**src/rtl/switch_debouncer.sv**
```systemverilog
// ---------------------------------------------------------------------------
// switch_debouncer
//
// Conditions the raw board switches before the memory-mapped switch input
// port. Each bit passes through a 2-flop synchronizer and then through a
// counter-based debounce FSM. A new level is accepted only after
// DEBOUNCE_CYCLES consecutive synchronized samples that differ from the
// current clean level.
//
// Ports
//   clk          in   1      system clock, all state on rising edge
//   rst          in   1      asynchronous active-high reset
//   sw_raw       in   WIDTH  raw switch pins, asynchronous to clk
//   evt_clear    in   1      one-cycle strobe: clear sticky flags in evt_mask
//   evt_mask     in   WIDTH  bits of evt_latched cleared when evt_clear=1
//   sw_clean     out  WIDTH  debounced switch levels
//   sw_changed   out  WIDTH  one-cycle pulse per bit when sw_clean[i] toggles
//   evt_latched  out  WIDTH  sticky per-bit change flags
//   any_event    out  1      OR-reduction of evt_latched
//
// Strobe semantics: evt_clear is sampled on every rising edge; there is no
// handshake. A clear and a new change event on the same bit in the same
// cycle leave the flag set, so software never loses an event it clears late.
// ---------------------------------------------------------------------------
module switch_debouncer #(
  parameter int WIDTH           = 8,
  parameter int DEBOUNCE_CYCLES = 500000
) (
  input  logic             clk,
  input  logic             rst,
  input  logic [WIDTH-1:0] sw_raw,
  input  logic             evt_clear,
  input  logic [WIDTH-1:0] evt_mask,
  output logic [WIDTH-1:0] sw_clean,
  output logic [WIDTH-1:0] sw_changed,
  output logic [WIDTH-1:0] evt_latched,
  output logic             any_event
);

  localparam int CW = $clog2(DEBOUNCE_CYCLES + 1);
  // Last count value before acceptance; reaching it with a still-differing
  // sample means DEBOUNCE_CYCLES stable samples have been seen.
  localparam logic [CW-1:0] TERM_CNT = CW'(DEBOUNCE_CYCLES - 1);
  localparam logic [CW-1:0] ONE_CNT  = CW'(1);

  typedef enum logic {
    ST_IDLE  = 1'b0,
    ST_COUNT = 1'b1
  } state_t;

  // Synchronizer
  logic [WIDTH-1:0] sync1_q;
  logic [WIDTH-1:0] sync2_q;

  always_ff @(posedge clk or posedge rst) begin
    if (rst) begin
      sync1_q <= '0;
      sync2_q <= '0;
    end else begin
      sync1_q <= sw_raw;
      sync2_q <= sync1_q;
    end
  end

  // Per-bit debounce
  logic [WIDTH-1:0] clean_q;
  logic [WIDTH-1:0] clean_d;
  logic [WIDTH-1:0] changed_q;
  logic [WIDTH-1:0] changed_d;

  for (genvar i = 0; i < WIDTH; i++) begin : g_bit
    state_t        state_q;
    state_t        state_d;
    logic [CW-1:0] cnt_q;
    logic [CW-1:0] cnt_d;

    always_ff @(posedge clk or posedge rst) begin
      if (rst) begin
        state_q <= ST_IDLE;
        cnt_q   <= '0;
      end else begin
        state_q <= state_d;
        cnt_q   <= cnt_d;
      end
    end

    always_comb begin
      state_d      = state_q;
      cnt_d        = cnt_q;
      clean_d[i]   = clean_q[i];
      changed_d[i] = 1'b0;
      case (state_q)
        ST_IDLE: begin
          if (sync2_q[i] != clean_q[i]) begin
            state_d = ST_COUNT;
            cnt_d   = ONE_CNT;
          end else begin
            cnt_d   = '0;
          end
        end
        ST_COUNT: begin
          if (sync2_q[i] == clean_q[i]) begin
            // Bounce back to the accepted level: discard progress.
            state_d = ST_IDLE;
            cnt_d   = '0;
          end else if (cnt_q == TERM_CNT) begin
            state_d      = ST_IDLE;
            cnt_d        = '0;
            clean_d[i]   = ~clean_q[i];
            changed_d[i] = 1'b1;
          end else begin
            cnt_d = cnt_q + ONE_CNT;
          end
        end
        default: begin
          state_d = ST_IDLE;
          cnt_d   = '0;
        end
      endcase
    end
  end

  // Outputs and sticky flags
  logic [WIDTH-1:0] evt_q;

  always_ff @(posedge clk or posedge rst) begin
    if (rst) begin
      clean_q   <= '0;
      changed_q <= '0;
      evt_q     <= '0;
    end else begin
      clean_q   <= clean_d;
      changed_q <= changed_d;
      // Set term is ORed last so a same-cycle set beats the clear.
      evt_q     <= (evt_q & ~({WIDTH{evt_clear}} & evt_mask)) | changed_d;
    end
  end

  assign sw_clean    = clean_q;
  assign sw_changed  = changed_q;
  assign evt_latched = evt_q;
  assign any_event   = |evt_q;

endmodule

```
**config.mk**
```make
export PLATFORM = sky130hd
export DESIGN_NAME = switch_debouncer
export DESIGN_NICKNAME = d
export VERILOG_FILES = /design/src/rtl/switch_debouncer.sv
export SDC_FILE = /design/constraint.sdc
export NUM_CORES = 1
export LEC_CHECK = 0
export ABC_CLOCK_PERIOD_IN_PS = 9330
export CAP_MARGIN = 20
export CORE_MARGIN = 1.5
export CORE_UTILIZATION = 48
export DETAILED_ROUTE_END_ITERATION = 10
export GPL_ROUTABILITY_DRIVEN = 0
export MAX_ROUTING_LAYER = met4
export PLACE_DENSITY = 0.66
export SYNTH_ARGS = -nofsm -noshare
export SYNTH_HDL_FRONTEND = slang
export SYNTH_SLANG_ARGS = --single-unit
```
**constraint.sdc**
```tcl
create_clock -name clk -period 9.33 [get_ports clk]
set_input_delay 1.866 -clock clk [delete_from_list [all_inputs] [get_ports clk]]
set_output_delay 1.866 -clock clk [all_outputs]
set_load 0.005 [all_outputs]
```
# Word-level counts from Yosys, hierarchy flattened
# Index checks and enable logic that the tools add are counted.
# classes
n_addsub,8
n_eq_ne,24
n_mux,88
bitwise,28
reduce_logical,9
# op_table
cell,count
$mux 19,16
$pmux 19 s2,8
$add 19x1->19 const B,8
$eq 19x19->1 const B,8
$mux 1,56
$not 1->1,24
$reduce_and 3->1,8
$and 8x8->8,2
$pmux 1 s2,8
$eq 1x1->1,8
$ne 1x1->1,8
$not 8->8,1
$or 8x8->8,1
$reduce_or 8->1,1
# totals
register_bits,200
inputBits,19
output_inout_bits,25
wordCells,185

# Logic depth before layout (Yosys ltp)
# Gate-level depths: netlist of the first run.
# depth
ltp_word,5
ltp_mapped,7
ltp_nobuf,5

# Worst setup path after synthesis of the first run
# OpenSTA, ideal clock, no wires.
# synth_timing
kind,register to output
start,"reg evt_q[6], in the netlist evt_latched[6]"
end,out any_event
arrival_ns,0.730
t_required_ns,7.464
slack_ns,6.734
path_stages_with_launch,3
n_path_buf,0
path_cell_list,dfrtp_1 -> nor4_1 -> nand2_1
# synth_via
elab_chain_cells,1
# synth_rtl
item,line,text
from (decl),124,logic [WIDTH-1:0] evt_q;
from (signal assigned),135,evt_q <= (evt_q & ~({WIDTH{evt_clear}} & evt_mask)) | changed_d;
$reduce_or 8->1,142,assign any_event = |evt_q;
to (decl),37,output logic any_event
# No other way between the ends.

# Worst setup path in the final report of the first run
# layout_timing
start,"reg evt_q[2], in the netlist evt_latched[2]"
end,out any_event
# The elaborated chain is that of the path after synthesis.

==> key figures, run 1 <==
Routing
  • WL/cell: 14.4 um
  • Number of DRC markers in iteration 0: 333
  • Vias per cell: 5.38
  • Antenna Nets Post-Route: 0
  • WL final: 17.5 mm
  • Via count: 6554
  • DRC: 0
  • 1st-pass router iterations: 5

Yosys
  • Synth top area share: 54.1%
  • Netlist cell types: 39
  • Synth top cells by count: 200 x dfrtp_1, 116 x nor2_1, 63 x nand2_1, 61 x nand3_1, 60 x xor2_1
  • Yosys warnings: 0
  • Synth Net Count: 940
  • Most common cell in the synthesized netlist: dfrtp_1
  • Synth area leaders: dfrtp_1 54%, xor2_1 5.7%, xnor2_1 5.5%, nor2_1 4.7%, nand3_1 3.3%
  • Post-synth EDFFs: 0
  • Prevailing post-synth register cell: dfrtp_1
  • Synth async-reset ratio: 100%
  • Post-Synthesis Cells: 913
  • Netlist Area Pre-Place: 9250 um^2
  • Cell taking the most area after synthesis: dfrtp_1
  • Synth Area per Inst: 10.1 um^2
  • Sequential-to-total area share from yosys stat: 54.1%
  • Register bit total from synthesis: 200

CTS
  • H-tree lvl count: 4
  • Clock Latency Late Sink: 0.43 ns
  • Post-CTS Resized: 0
  • Clk root buf: clkbuf_16
  • CTS buffer count: 17
  • Hold Buf Count CTS: 0
  • Longest Clk Path Bufs: 2
  • Post-CTS Setup Bufs: 0
  • Clk sinks: 200
  • CTS tree: built
  • CTS clk-pin slew, worst paths: 0.07 ns

Final layout
  • Area growth syn-to-layout: 13.5%
  • Ant diodes: 0
  • Layout Cells excl Fill: 1219
  • # fillers: 1629
  • Final #Nets: 973
  • Share of cells above drive strength 1: 5.94%
  • Fin area: 10500 um^2

Global routing
  • Initial antenna violation count: 0
  • Gr ovfl total: 0
  • First-pass GRT wire length: 31.0 mm
  • Via count of the first global-routing pass: 6407
  • GRT Total Usage: 19.6%
  • Largest net degree at the start of global routing: 122

Timing
  • Pins over their slew limit: 0
  • Fmax: 0.283 GHz
  • Final period utilization: 37.9%
  • Setup violators final: 0
  • Minimum clock period: 3.53 ns
  • RSZ-0062 raised after global routing: no
  • Hold Violations, Final: 0
  • Setup_tns: 0 ns
  • Layout Skew: 0.0137 ns
  • Slew HR: 36.2%
  • Worst-margin pin slew: 0.957 ns

Floorplan
  • Row cnt: 50
  • Die area: 20100 um^2
  • Initial Util: 49.1%
  • Die X: 142 um
  • I/O pins: 44
  • Core area: 18800 um^2
  • Die Height: 142 um

Setup path
  • Crit path required time: 7.46 ns
  • CP endpoint kind: output pin
  • CP Launch Type: flip-flop
  • Arrival @ worst endpoint: 1.67 ns
  • Crit-path max FO: 3
  • Kind of critical path: reg -> out

Power
  • P_int: 1310 uW
  • Pwr dens: 163 nW/um^2
  • Sequential Power Share: 52.6%
  • Lkg Pwr: 0.00410 uW
  • Combinational share of power: 4.6%
  • Clock network power share: 42.9%
  • Net Sw Frac: 23.4%
  • Switching Power: 401 uW
  • Maximum vdd ir drop: 126 uV

Place
  • Placed Area: 9900 um^2
  • HPWL after DPL: 11.7 mm
  • Placed cell count: 1187
  • Port Buf Inserts: 43

Run status
  • Status: finished clean

Run
  • Count of max-cap constraint violations: 0

Worst hold path
  • HP Class: reg -> reg
[layout make-up]
class | count | area, um^2 | share of cell area [%]
timing repair buffer | 49 | 475 | 4.53
sequential | 200 | 5000 | 47.7
clock inverter | 14 | 161 | 1.54
multi-input combinational | 663 | 4030 | 38.4
inverter | 15 | 63.8 | 0.608
tap | 260 | 325 | 3.10
clock buffer | 18 | 429 | 4.09
[layout by cell type (no fill, tap or decap), types with 2 or more instances in the layout]
| cell | instances |
|---|---|
| clkinv_4 | 2 |
| inv_6 | 6 |
| o41ai_1 | 2 |
| nor2_1 | 116 |
| or4_1 | 14 |
| xor2_1 | 60 |
| bufinv_16 | 2 |
| nand2b_1 | 8 |
| nand4_1 | 47 |
| nand2_1 | 63 |
| o21bai_2 | 2 |
| or3_1 | 26 |
| clkdlybuf4s50_1 | 43 |
| nor4_1 | 26 |
| or3b_2 | 2 |
| clkinvlp_4 | 2 |
| nor4b_1 | 3 |
| inv_8 | 2 |
| o21ai_0 | 27 |
| o21bai_1 | 5 |
| inv_1 | 14 |
| o31ai_1 | 13 |
| xnor2_1 | 58 |
| nor4bb_1 | 4 |
| and4_1 | 15 |
| nand3_1 | 61 |
| and2_1 | 4 |
| clkbuf_16 | 17 |
| buf_4 | 6 |
| ha_1 | 8 |
| a21oi_1 | 34 |
| a21o_1 | 8 |
| and3_1 | 2 |
| or4b_2 | 4 |
| or2_2 | 8 |
| dfrtp_1 | 200 |
| nor3_1 | 30 |
| o22ai_1 | 8 |
[sequential cells by signal, summed over array words and instances (netlist names)]
name,count
sync1_q,8
g_bit.cnt_q,152
g_bit.state_q,8
evt_latched,8
sw_clean,8
sync2_q,8
sw_changed,8
[kinds of logic after synthesis]
family | count (synthesis) | share of synthesized area, %
and+or+nand+nor | 437 | 24.8
DFF | 200 | 54.1
xor gates and xnor gates | 118 | 11.2
AOI/OAI and AO/OA | 100 | 6.59
buffers and inverters | 50 | 2.27
adders and majority gates | 8 | 1.08
[per-stage QoR]
step	power [uW]	hold WS [ns]	setup slack [ns]	util (%)
CTS	1740	0.350	5.71	55.7
floorplan	969	0.331	2.01	-
detailed placement	999	0.335	5.23	52.6
global route	1790	0.353	5.48	55.7
finish	1710	0.348	5.80	55.7
global placement	998	0.333	5.26	52.6
[path summary, 6_finish.rpt]
| check | start | end | slack (ns) | depth (start not counted) |
|---|---|---|---|---|
| setup / recovery | evt_latched[2] | any_event | 5.80 | 3 |
| hold / removal | sync1_q[2] | sync2_q[2] | 0.35 | 0 |
| setup reg to reg | g_bit[7].cnt_q[5] | g_bit[7].cnt_q[0] | 7.05 | 4 |
| hold reg to reg | sync1_q[2] | sync2_q[2] | 0.35 | 0 |
| max in group asynchronous | rst | g_bit[2].cnt_q[11] | 5.82 | 3 |
| min in group asynchronous | rst | sw_changed[4] | 2.02 | 2 |
[power by group through the flow]
stage | Combinational [uW] | Sequential (uW) | Clock, uW
after floorplan | 55.7 | 913 | 0
after global placement | 80.6 | 917 | 0
after detailed placement | 81.7 | 918 | 0
after CTS | 81.4 | 901 | 760
after global routing | 91.7 | 904 | 796
final | 78.4 | 901 | 735
[critical path: stages (launching register included)]
cell and delay [ns]:
dfrtp_1 0.41, nor4_1 0.29, nand2_1 0.09, clkdlybuf4s50_1 0.45
[routing by layer]
layer | part of all wire (%) | track usage [%]
met5 | 0 | -
met1 | 49 | 27.2
met3 | 2.5 | 3.91
met4 | 0.88 | 5.10
met2 | 47 | 29.7
No activity file was read; power rests on OpenSTA's default activity.
==> inputs of run 2 (changes only) <==
Settings changed: ABC_CLOCK_PERIOD_IN_PS 9330 to 3300.
Clock period 9.33 ns to 3.3 ns, I/O delays scaled along.
==> key figures, run 2 (synthesis gave the netlist of run 1 again) <==
Final layout
  • Commonest non-fill, non-tap cells in the layout: 200 x dfrtp_1, 116 x nor2_1, 63 x nand2_1
  • Biggest register: g_bit.cnt_q
  • Fin util: 56.3% (+0.60 points)
  • # fillers: 1636 (+0.43%)
  • Final #Nets: 979 (+0.62%)
  • Commonest non-fill, non-tap cell in the layout: dfrtp_1
  • Number of flip-flops in the largest register: 152 (unchanged)
  • Share of cells above drive strength 1: 6.53% (+0.58 points)
  • Area growth syn-to-layout: 14.7%
  • Ant diodes: 0 (unchanged)
  • Multi-input gate area: 4030 um^2 (unchanged)
  • Sequential standard cell area: 5000 um^2 (unchanged)
  • Fin area: 10600 um^2 (+1.1%)

Setup path
  • Worst path depth: 3 (unchanged)
  • Crit path required time: 2.64 ns (-4.82 ns)
  • Critical Path, Cell by Cell: nor4_1 -> nand2_1 -> clkdlybuf4s50_1
  • CP peak stage delay: 0.45 ns (about the same)
  • Arrival @ worst endpoint: 1.67 ns (about the same)
  • R2r setup slk: 1.06 ns (-5.99 ns)
  • Crit path buffers/inverters: 1 (unchanged)
  • CP Launch Type: flip-flop
  • Kind of critical path: reg -> out
  • Reg2Reg Depth: 4 (unchanged)
  • Critical-path top delay cell: clkdlybuf4s50_1
  • CP endpoint kind: output pin
  • Crit path max-delay family: buffers and inverters
  • Crit-path max FO: 3 (unchanged)

CTS
  • H-tree lvl count: 4 (unchanged)
  • Clk sinks: 200 (unchanged)
  • Longest Clk Path Bufs: 2 (unchanged)
  • CTS buffer count: 17 (unchanged)
  • Post-CTS Resized: 0 (unchanged)
  • Hold Buf Count CTS: 0 (unchanged)
  • Clock Latency Late Sink: 0.44 ns (about the same)
  • Clk root buf: clkbuf_16
  • Post-CTS Setup Bufs: 0 (unchanged)
  • CTS clk-pin slew, worst paths: 0.07 ns (about the same)
  • CTS tree: built

Timing
  • Minimum clock period: 2.33 ns
  • Hold Violations, Final: 0 (unchanged)
  • Fmax: 0.429 GHz
  • Worst-margin pin slew: 0.738 ns (-0.219 ns)
  • Setup violators final: 0 (unchanged)
  • Final period utilization: 70.6%
  • Pins over their slew limit: 0 (unchanged)
  • Setup_tns: 0 ns (unchanged)
  • RSZ-0062 raised after global routing: no
  • Slew HR: 50.8% (+15 points)
  • Layout Skew: 0.0119 ns (-0.00182 ns)

Worst hold path
  • Hold path cells: 0 (unchanged)
  • HP Class: reg -> reg

Routing
  • DRC: 0 (unchanged)
  • 1st-pass router iterations: 4 (-1)
  • Via count: 6596 (+0.64%)
  • Antenna Nets Post-Route: 0 (unchanged)
  • Number of DRC markers in iteration 0: 315 (-5.4%)
  • WL/cell: 14.6 um (+1.6%)
  • WL final: 17.9 mm (+2.1%)
  • Vias per cell: 5.38 (+0.15%)

Floorplan
  • Die area: 20100 um^2 (unchanged)
  • Die X: 142 um (unchanged)
  • Core area: 18800 um^2 (unchanged)
  • Initial Util: 49.1% (unchanged)
  • Row cnt: 50 (unchanged)
  • Die Height: 142 um (unchanged)
  • I/O pins: 44 (unchanged)

Run status
  • Status: finished clean

Global routing
  • First-pass GRT wire length: 31.4 mm (+1.2%)
  • Via count of the first global-routing pass: 6474 (+1.0%)
  • Gr ovfl total: 0 (unchanged)
  • GRT Total Usage: 20.1% (+0.46 points)
  • Largest net degree at the start of global routing: 81 (-34%)
  • Initial antenna violation count: 0 (unchanged)

Place
  • Placed Area: 9980 um^2 (+0.80%)
  • Port Buf Inserts: 43 (unchanged)
  • HPWL after DPL: 12.2 mm (+4.0%)

Run
  • Count of max-cap constraint violations: 0 (unchanged)

Power
  • Maximum vdd ir drop: 392 uV (+210%)
  • Lkg Pwr: 0.00415 uW (+1.2%)
  • Pwr dens: 470 nW/um^2 (+190%)
[run 2: cell count changes in the layout (fill, tap and decap cells not counted)]
cell	delta
buf_12	+3
buf_4	+3
inv_6	-3
bufinv_16	+2
clkinvlp_4	+2
inv_8	-2
clkinv_2	+1
[run 2: final cells by class]
class                   count  share of cell area (%)
clock buffers              18                    4.05
well taps                 260                    3.07
repair buffers             55                    5.26
multi-input cells         663                    38.0
inverters                  15                   0.566
clock inverters            14                    1.85
flip-flops and latches    200                    47.2
[run 2: path summary, 6_finish.rpt]
check,from,endpoint
min,sync1_q[6],sync2_q[6]
max reg2reg,g_bit[7].cnt_q[11],g_bit[7].cnt_q[0]
min in group asynchronous,rst,sync1_q[2]
min reg2reg,sync1_q[6],sync2_q[6]
max in group asynchronous,rst,g_bit[6].cnt_q[14]
max,evt_latched[4],any_event
[run 2: per-layer routing]
metal  track usage (%)  part of all wire [%]  wire (um)
met1              26.6                    49       8770
met2              30.4                    46       8250
met3              4.62                   3.1        553
met4              7.11                   1.8        316
met5                 -                     0          0
[run 2: power by group]
group	internal (uW)	leakage, uW	total, uW	switching [uW]
Clock	1280	0.000297	2210	930
Sequential	2500	0.00273	2550	45.5
Combinational	83.4	0.00113	234	151
Total	3860	0.00415	4990	1130
[run 2: metrics by stage]
stage / worst slack, ns / total power (uW) / hold slack, ns / std cells
floorplan: 0.0517 / 2740 / 0.331 / 913
CTS: 0.940 / 5060 / 0.352 / 1225
detailed placement: 1.04 / 2840 / 0.336 / 1193
global placement: 1.07 / 2830 / 0.334 / 1193
global route: 0.786 / 5200 / 0.360 / 1225
finish: 0.970 / 4990 / 0.349 / 1225
